File: src/rtl/mips_pkg.sv
// mips_pkg -- shared definitions for the MIPS-style pipeline stages.
//
// Contents:
//   DW_DEF / RW_DEF   default datapath width and register-index width
//   alu_op_e          ALU opcode encoding used by the EX stage
//   mem_ctrl_t        the group of control bits carried from EX into MEM
package mips_pkg;

    localparam int DW_DEF   = 16;
    localparam int RW_DEF   = 3;
    localparam int ALU_OP_W = 3;

    // SLT and BNE produce no arithmetic result on ex_alu_out (it reads 0);
    // SLT takes its result from the less-than flag instead.
    typedef enum logic [ALU_OP_W-1:0] {
        ALU_ADD = 3'b000,
        ALU_SUB = 3'b001,
        ALU_AND = 3'b010,
        ALU_OR  = 3'b011,
        ALU_SLT = 3'b100,
        ALU_BNE = 3'b101
    } alu_op_e;

    // Control bits registered into MEM. A bubble is all-zero.
    typedef struct packed {
        logic valid;
        logic regwrite;
        logic memread;
        logic memwrite;
        logic memtoreg;
    } mem_ctrl_t;

endpackage

File: src/rtl/pipe_reg.sv
// pipe_reg -- one group of pipeline register bits.
//
// Ports:
//   clk  in   rising-edge clock
//   rst  in   synchronous active-high reset, forces q to 0
//   en   in   load enable; when 0 the register holds
//   clr  in   when loading, load 0 instead of d (bubble insertion)
//   d    in   W  next value
//   q    out  W  registered value
//
// Priority is rst > en > clr, so a hold (en=0) also masks a clear.
module pipe_reg #(
    parameter int W = 8
) (
    input  logic         clk,
    input  logic         rst,
    input  logic         en,
    input  logic         clr,
    input  logic [W-1:0] d,
    output logic [W-1:0] q
);

    always_ff @(posedge clk) begin
        if (rst) begin
            q <= '0;
        end else if (en) begin
            q <= clr ? '0 : d;
        end
    end

endmodule

File: src/rtl/ex_mem_stage.sv
// ex_mem_stage -- EX/MEM pipeline register with branch redirect and
// overflow-trap handling.
//
// Ports:
//   clk, rst                 clock, synchronous active-high reset
//   stall                    hold every register in this stage this cycle
//   flush                    squash the instruction in EX (capture a bubble)
//   ex_valid                 EX holds a real instruction
//   ex_alu_out [DW]          ALU result
//   ex_lt, ex_ne, ex_v       ALU less-than, not-equal, signed-overflow flags
//   ex_store_data [DW]       rt value for stores
//   ex_rd [RW]               destination register index
//   ex_regwrite, ex_memread, ex_memwrite, ex_memtoreg   control bits
//   ex_slt, ex_bne, ex_trap_v                           op qualifiers
//   ex_pc, ex_br_target [DW] instruction PC, computed branch target
//   mem_valid, mem_regwrite, mem_memread, mem_memwrite, mem_memtoreg
//                            registered MEM controls
//   mem_result, mem_store_data [DW], mem_rd [RW]   registered data
//   pc_redirect, redirect_target [DW]   one-captured-cycle branch-taken pulse
//   exc_flag, exc_pc [DW]    sticky overflow exception and first trapping PC
//
// Flow control: there is no valid/ready handshake here. stall=1 freezes the
// whole stage (including the redirect pulse and the exception latch) and
// wins over flush; when stall=0 every register loads on the rising edge.
// All outputs come straight from registers.
module ex_mem_stage
    import mips_pkg::*;
#(
    parameter int DW = DW_DEF,
    parameter int RW = RW_DEF
) (
    input  logic          clk,
    input  logic          rst,
    input  logic          stall,
    input  logic          flush,
    input  logic          ex_valid,
    input  logic [DW-1:0] ex_alu_out,
    input  logic          ex_lt,
    input  logic          ex_ne,
    input  logic          ex_v,
    input  logic [DW-1:0] ex_store_data,
    input  logic [RW-1:0] ex_rd,
    input  logic          ex_regwrite,
    input  logic          ex_memread,
    input  logic          ex_memwrite,
    input  logic          ex_memtoreg,
    input  logic          ex_slt,
    input  logic          ex_bne,
    input  logic          ex_trap_v,
    input  logic [DW-1:0] ex_pc,
    input  logic [DW-1:0] ex_br_target,
    output logic          mem_valid,
    output logic          mem_regwrite,
    output logic          mem_memread,
    output logic          mem_memwrite,
    output logic          mem_memtoreg,
    output logic [DW-1:0] mem_result,
    output logic [DW-1:0] mem_store_data,
    output logic [RW-1:0] mem_rd,
    output logic          pc_redirect,
    output logic [DW-1:0] redirect_target,
    output logic          exc_flag,
    output logic [DW-1:0] exc_pc
);

    logic          capture;
    logic          ev;
    logic          br_taken;
    logic          ovf_trap;
    mem_ctrl_t     ctrl_d;
    mem_ctrl_t     ctrl_q;
    logic [DW-1:0] result_d;

    assign capture = ~stall;

    // The instruction sitting in EX while pc_redirect is high was fetched
    // down the wrong path, so it is squashed exactly like a flush.
    assign ev       = ex_valid & ~flush & ~pc_redirect;
    assign br_taken = ev & ex_bne & ex_ne;
    assign ovf_trap = ev & ex_trap_v & ex_v;

    // Branches never write registers or memory; a trapping instruction
    // must not commit its register or memory write.
    always_comb begin
        ctrl_d          = '0;
        ctrl_d.valid    = 1'b1;
        ctrl_d.regwrite = ex_regwrite & ~ex_bne & ~ovf_trap;
        ctrl_d.memread  = ex_memread  & ~ex_bne;
        ctrl_d.memwrite = ex_memwrite & ~ex_bne & ~ovf_trap;
        ctrl_d.memtoreg = ex_memtoreg;
    end

    // SLT writes the less-than flag zero-extended to the datapath width.
    always_comb begin
        result_d = ex_alu_out;
        if (ex_slt) begin
            result_d = {{(DW-1){1'b0}}, ex_lt};
        end
    end

    // Control group: cleared to a bubble whenever ev is low.
    pipe_reg #(
        .W($bits(mem_ctrl_t))
    ) u_ctrl_reg (
        .clk (clk),
        .rst (rst),
        .en  (capture),
        .clr (~ev),
        .d   (ctrl_d),
        .q   (ctrl_q)
    );

    assign mem_valid    = ctrl_q.valid;
    assign mem_regwrite = ctrl_q.regwrite;
    assign mem_memread  = ctrl_q.memread;
    assign mem_memwrite = ctrl_q.memwrite;
    assign mem_memtoreg = ctrl_q.memtoreg;

    // Data group: contents are meaningless behind a bubble, so it simply
    // loads every captured cycle.
    pipe_reg #(
        .W(2*DW + RW)
    ) u_data_reg (
        .clk (clk),
        .rst (rst),
        .en  (capture),
        .clr (1'b0),
        .d   ({result_d, ex_store_data, ex_rd}),
        .q   ({mem_result, mem_store_data, mem_rd})
    );

    // Redirect pulse: set by a taken branch, cleared by the next captured
    // edge that does not itself take a branch. While stalled it holds, so
    // the pulse stretches until the first non-stalled edge.
    pipe_reg #(
        .W(DW + 1)
    ) u_redirect_reg (
        .clk (clk),
        .rst (rst),
        .en  (capture),
        .clr (~br_taken),
        .d   ({1'b1, ex_br_target}),
        .q   ({pc_redirect, redirect_target})
    );

    // Exception latch: loads only for the first trap; afterwards it is
    // frozen until reset, which keeps exc_pc pointing at the first trap.
    pipe_reg #(
        .W(DW + 1)
    ) u_exc_reg (
        .clk (clk),
        .rst (rst),
        .en  (capture & ovf_trap & ~exc_flag),
        .clr (1'b0),
        .d   ({1'b1, ex_pc}),
        .q   ({exc_flag, exc_pc})
    );

endmodule

File: config.mk
export PLATFORM = sky130hd
export DESIGN_NAME = ex_mem_stage
export DESIGN_NICKNAME = d
export VERILOG_FILES = /design/src/rtl/mips_pkg.sv /design/src/rtl/pipe_reg.sv /design/src/rtl/ex_mem_stage.sv
export SDC_FILE = /design/constraint.sdc
export NUM_CORES = 1
export LEC_CHECK = 0
export BUFFER_PORTS_ARGS = -buffer_cell sky130_fd_sc_hd__buf_2
export CAP_MARGIN = 10
export CELL_PAD_IN_SITES_DETAIL_PLACEMENT = 1
export CELL_PAD_IN_SITES_GLOBAL_PLACEMENT = 2
export CORE_MARGIN = 2
export CORE_UTILIZATION = 26
export DETAILED_ROUTE_END_ITERATION = 10
export GPL_TIMING_DRIVEN = 1
export PLACE_DENSITY = 0.94
export SYNTH_ARGS = -nofsm -noshare
export SYNTH_HDL_FRONTEND = slang
export SYNTH_SLANG_ARGS = --single-unit
File: constraint.sdc
create_clock -name clk -period 2.7 [get_ports clk]
set_input_delay 0.135 -clock clk [delete_from_list [all_inputs] [get_ports clk]]
set_output_delay 0.135 -clock clk [all_outputs]
set_load 0.05 [all_outputs]
* Word-level counts from Yosys, hierarchy flattened
Index checks and enable logic that the tools add are counted.
** Cells by class
- Muxes and demuxes :: 3
- Bitwise logic cells :: 19
** Operators with widths (count)
- two-way mux 17 bit :: 1
- two-way mux 16 bit :: 1
- bitwise AND 1 bit :: 13
- NOT 1 bit :: 6
- two-way mux 5 bit :: 1
** Word-level totals
- Bits in registers :: 74
- Bits of input ports :: 82
- Output and inout port bits :: 74
- Logic and storage cells :: 26

* Longest topological paths before layout
- Depth after elaboration :: 8
- Depth in mapped cells :: 6
- Gate-level depth less buffers :: 3

* Modules after synthesis
From an unflattened synthesis, not the netlist that was laid out.
** Unflattened totals
- Cell total of the unflattened synthesis :: 354
- Area total of the unflattened synthesis :: 3337.0 um^2
** Modules (own cells, without submodules)
- pipe_reg (u_data_reg) :: times used 1, cells each 155, area each 1531.5 um^2, sequential area each 700.7 um^2
- pipe_reg (u_exc_reg ...) :: times used 2, cells each 74, area each 701.9 um^2, sequential area each 340.3 um^2
- pipe_reg (u_ctrl_reg) :: times used 1, cells each 21, area each 205.2 um^2, sequential area each 100.1 um^2
- ex_mem_stage :: times used 1, cells each 30, area each 196.4 um^2, sequential area each 0.0 um^2

* Least setup slack after synthesis
Ideal clock, no wire load.
- Kind :: register -> register
- Start :: register u_redirect_reg.q[16]
- End :: register u_exc_reg.q[1]
- Library setup time :: 0.072 ns
- Data arrival time :: 1.562 ns
- Data required time :: 2.628 ns
- Setup slack :: 1.066 ns
- Stages on the path, launching flop included :: 6
- Buffers on the path :: 2
- Clock period less this slack :: 1.634 ns
- Path through :: dfxtp_1 -> nor4b_4 -> and4b_1 -> buf_6 -> buf_6 -> mux2i_1
** Between the ends
- Cells in the longest elaborated chain, start to end :: 6
** RTL lines
- from (decl) :: RTL line pipe_reg.sv:20 : output logic [W-1:0] q
- from (signal assigned) :: RTL line pipe_reg.sv:27 : q <= clr ? '0 : d;
- NOT 1 bit :: RTL line ex_mem_stage.sv:78 : assign ev = ex_valid & ~flush & ~pc_redirect;
- bitwise AND 1 bit :: RTL line ex_mem_stage.sv:78
- bitwise AND 1 bit (2 in series) :: RTL line ex_mem_stage.sv:80 : assign ovf_trap = ev & ex_trap_v & ex_v;
- bitwise AND 1 bit (2 in series) :: RTL line ex_mem_stage.sv:153 : .en (capture & ovf_trap & ~exc_flag),
- to (signal assigned) :: RTL line pipe_reg.sv:27
- to (decl) :: RTL line pipe_reg.sv:20
No other way between the ends.
A chain may end at the register's enable or synchronous reset.

* Worst setup path in the final report
- Start :: register u_redirect_reg.q[16]
- End :: register u_exc_reg.q[14]
The elaborated chain is that of the path after synthesis.

==> impl_metrics.json <==
{
  "status": "complete, no violations",
  "drv_cap": 0,
  "cts_root_buf": "clkbuf_8",
  "fp-row-count": 37,
  "cts_tree": "done",
  "synth_warnings": 0,
  "synth.distinct_cells": 20,
  "avgSynthCellArea_um2": 9.71,
  "num_io_pins": 156,
  "n_antenna_cell": 0,
  "synth_nets": 369,
  "clk_pin_slew_ps": 80,
  "cts_resized": 0,
  "vias_per_cell": 4.59,
  "drtIter0Drc": 118,
  "rsz0062_at_grt": "no",
  "syn-instance-count": 287,
  "yosysSeqAreaShare_pct": 53.1,
  "slew_viol_final": 0,
  "min-delay-start": "ex_store_data[12]",
  "syn_area_um2": 2790,
  "ir_drop_mv": 0.240,
  "fin_crit_ps": 1560,
  "start_util_pct": 26.9,
  "overflow": 0,
  "reg2reg_depth": 4,
  "critPathLaunchType": "flip-flop",
  "critPathArrivalTime_ps": 1820,
  "post_cts.repair.setup_buffers": 0,
  "wl_mm": 8.27,
  "first_pass_iters": 6,
  "worstHoldEndpoint": "u_data_reg.q[15]",
  "fin_tns_setup_ps": 0,
  "antenna_found_initial": 0,
  "coreArea_um2": 10400,
  "leakage_nw": 1.82,
  "htreeDepth": 3,
  "fin_skew_ps": 6.84,
  "port_buffers": 155,
  "drive_above_1_share_pct": 41.1,
  "postRouteAntennaNets": 0,
  "final_hold_viol_count": 0,
  "pwr_density_cell_nw_per_um2": 597,
  "clock_sinks": 74,
  "cts_buffers": 9,
  "r2r_end": "u_exc_reg.q[14]",
  "grt_pass1_wl_mm": 12.8,
  "grtUsageTotal_pct": 14.1,
  "grt_max_degree": 48,
  "dpl.hpwl_mm": 6.11,
  "critPathMaxFanout": 17,
  "setup_violations": 0,
  "holdPathStages": 3,
  "wl_per_cell_um": 14.4,
  "cts_buffer_depth": 2,
  "die_area_um2": 11600,
  "required_ps": 2960,
  "grt_pass1_vias": 2647,
  "end_kind": "flip-flop",
  "period_share_pct": 57.6,
  "total_power_mw": 2.30,
  "worst_slew_pin_slew_ps": 950,
  "crit_type": "flip-flop to flip-flop",
  "hold_path.class": "input pin to flip-flop",
  "ys_seq_elements": 74,
  "worstSkewPairLatency_ps": 340,
  "vias": 2637,
  "drc": 0,
  "fillers": 1266,
  "fmax_mhz": 642,
  "postCtsHoldBufs": 0,
  "fp.dieH_um": 108,
  "die_w_um": 108,
  "reg2reg_from": "u_redirect_reg.q[16]",
  "place.gp.congestion": 0.704,
  "area_growth_pct": 38.2,
  "fin_nets": 515,
  "relSlewSlack_pct": 36.5,
  "rrSetupSlack_ps": 1140
}
## cell usage in the layout, fill, tap and decap left out, drive strengths merged
| cell | instances |
|---|---|
| inv | 1 |
| nor2 | 41 |
| nand2 | 17 |
| nand4 | 16 |
| mux2 | 1 |
| nor3b | 1 |
| mux2i | 36 |
| nand2b | 32 |
| clkinvlp | 2 |
| nor4b | 1 |
| buf | 161 |
| clkbuf | 12 |
| a21oi | 20 |
| a32oi | 3 |
| clkinv | 2 |
| and4b | 1 |
| o21ba | 1 |
| nand3 | 1 |
| dfxtp | 74 |
| a22oi | 15 |
## layer usage
| metal | wire length [um] | GRT usage [%] |
|---|---|---|
| met5 | 0 | 0 |
| met4 | 135 | 5.77 |
| met3 | 623 | 3.81 |
| met2 | 3860 | 22.8 |
| met1 | 3650 | 17.7 |
## cells in the mapped netlist
cell type / instances / share of area, %
mux2_2: 1 / 0.40
a21oi_1: 20 / 3.6
nand3_1: 1 / 0.18
nor4b_4: 1 / 0.85
dfxtp_1: 74 / 53
o21ba_2: 1 / 0.36
mux2i_1: 36 / 13
a32oi_1: 3 / 0.94
inv_1: 1 / 0.13
nor2_1: 41 / 5.5
buf_1: 3 / 0.40
a22oi_1: 15 / 4.0
nand2_1: 17 / 2.3
and4b_1: 1 / 0.36
nor3b_1: 1 / 0.27
nand4_1: 16 / 3.6
buf_6: 2 / 0.81
buf_2: 4 / 0.72
nand2b_1: 32 / 7.2
clkbuf_1: 17 / 2.3
## flip-flops by register name, indices dropped and copies added (netlist names)
register and count:
u_redirect_reg.q 17, u_data_reg.q 35, u_ctrl_reg.q 5, u_exc_reg.q 17
## where the power goes
group          internal, mW  total (mW)  switching [mW]
combinational         0.113       0.338           0.225
sequential             1.12        1.14          0.0172
clock                 0.406       0.819           0.413
total                  1.64        2.30           0.656
## metrics by stage
stage | hold WS [ps] | instances | worst slack [ps] | area (um^2) | utilization [%]
detailed placement | 378 | 558 | 975 | 3660 | 35.3
floorplan | 279 | 287 | 1070 | 2790 | -
global placement | 365 | 558 | 1150 | 3660 | 35.3
global route | 19.4 | 574 | 981 | 3850 | 37.1
finish | 23.7 | 574 | 1140 | 3850 | 37.1
CTS | 3.00 | 574 | 1100 | 3850 | 37.1
## worst max-delay path, cell delays in order (launching register included)
cell and delay, ps:
dfxtp_1 360, nor4b_4 350, and4b_1 240, buf_4 290, mux2i_1 240
## final cells by class
| class | instances | area (um^2) | share of cell area, % |
|---|---|---|---|
| Sequential cell | 74 | 1480 | 38.5 |
| Multi-Input combinational cell | 186 | 1180 | 30.8 |
| Timing Repair Buffer | 161 | 821 | 21.3 |
| Tap cell | 136 | 170 | 4.42 |
| Clock buffer | 12 | 165 | 4.29 |
| Clock inverter | 4 | 25.0 | 0.650 |
| Inverter | 1 | 3.75 | 0.0975 |
## kinds of logic (layout without fill, tap and decap cells)
kind of cell           count (synthesis)  in the layout  share of synthesized area [%]
and+or+nand+nor                      110            110                           20.2
DFF                                   74             74                           53.1
AOI/OAI and AO/OA                     39             39                           8.93
muxes                                 37             37                           13.3
buffers and inverters                 27            178                           4.35
## worst max path at each step
stage	start	end	slack, ps
after global placement	u_redirect_reg.q[16]	u_exc_reg.q[10]	1150
after CTS	u_redirect_reg.q[16]	u_exc_reg.q[14]	1100
final	u_redirect_reg.q[16]	u_exc_reg.q[14]	1140
after detailed placement	stall	u_data_reg.q[31]	980
after global routing	u_redirect_reg.q[16]	u_exc_reg.q[14]	980
after floorplan	u_redirect_reg.q[16]	u_exc_reg.q[1]	1070
(Power assumes the default switching activity.)
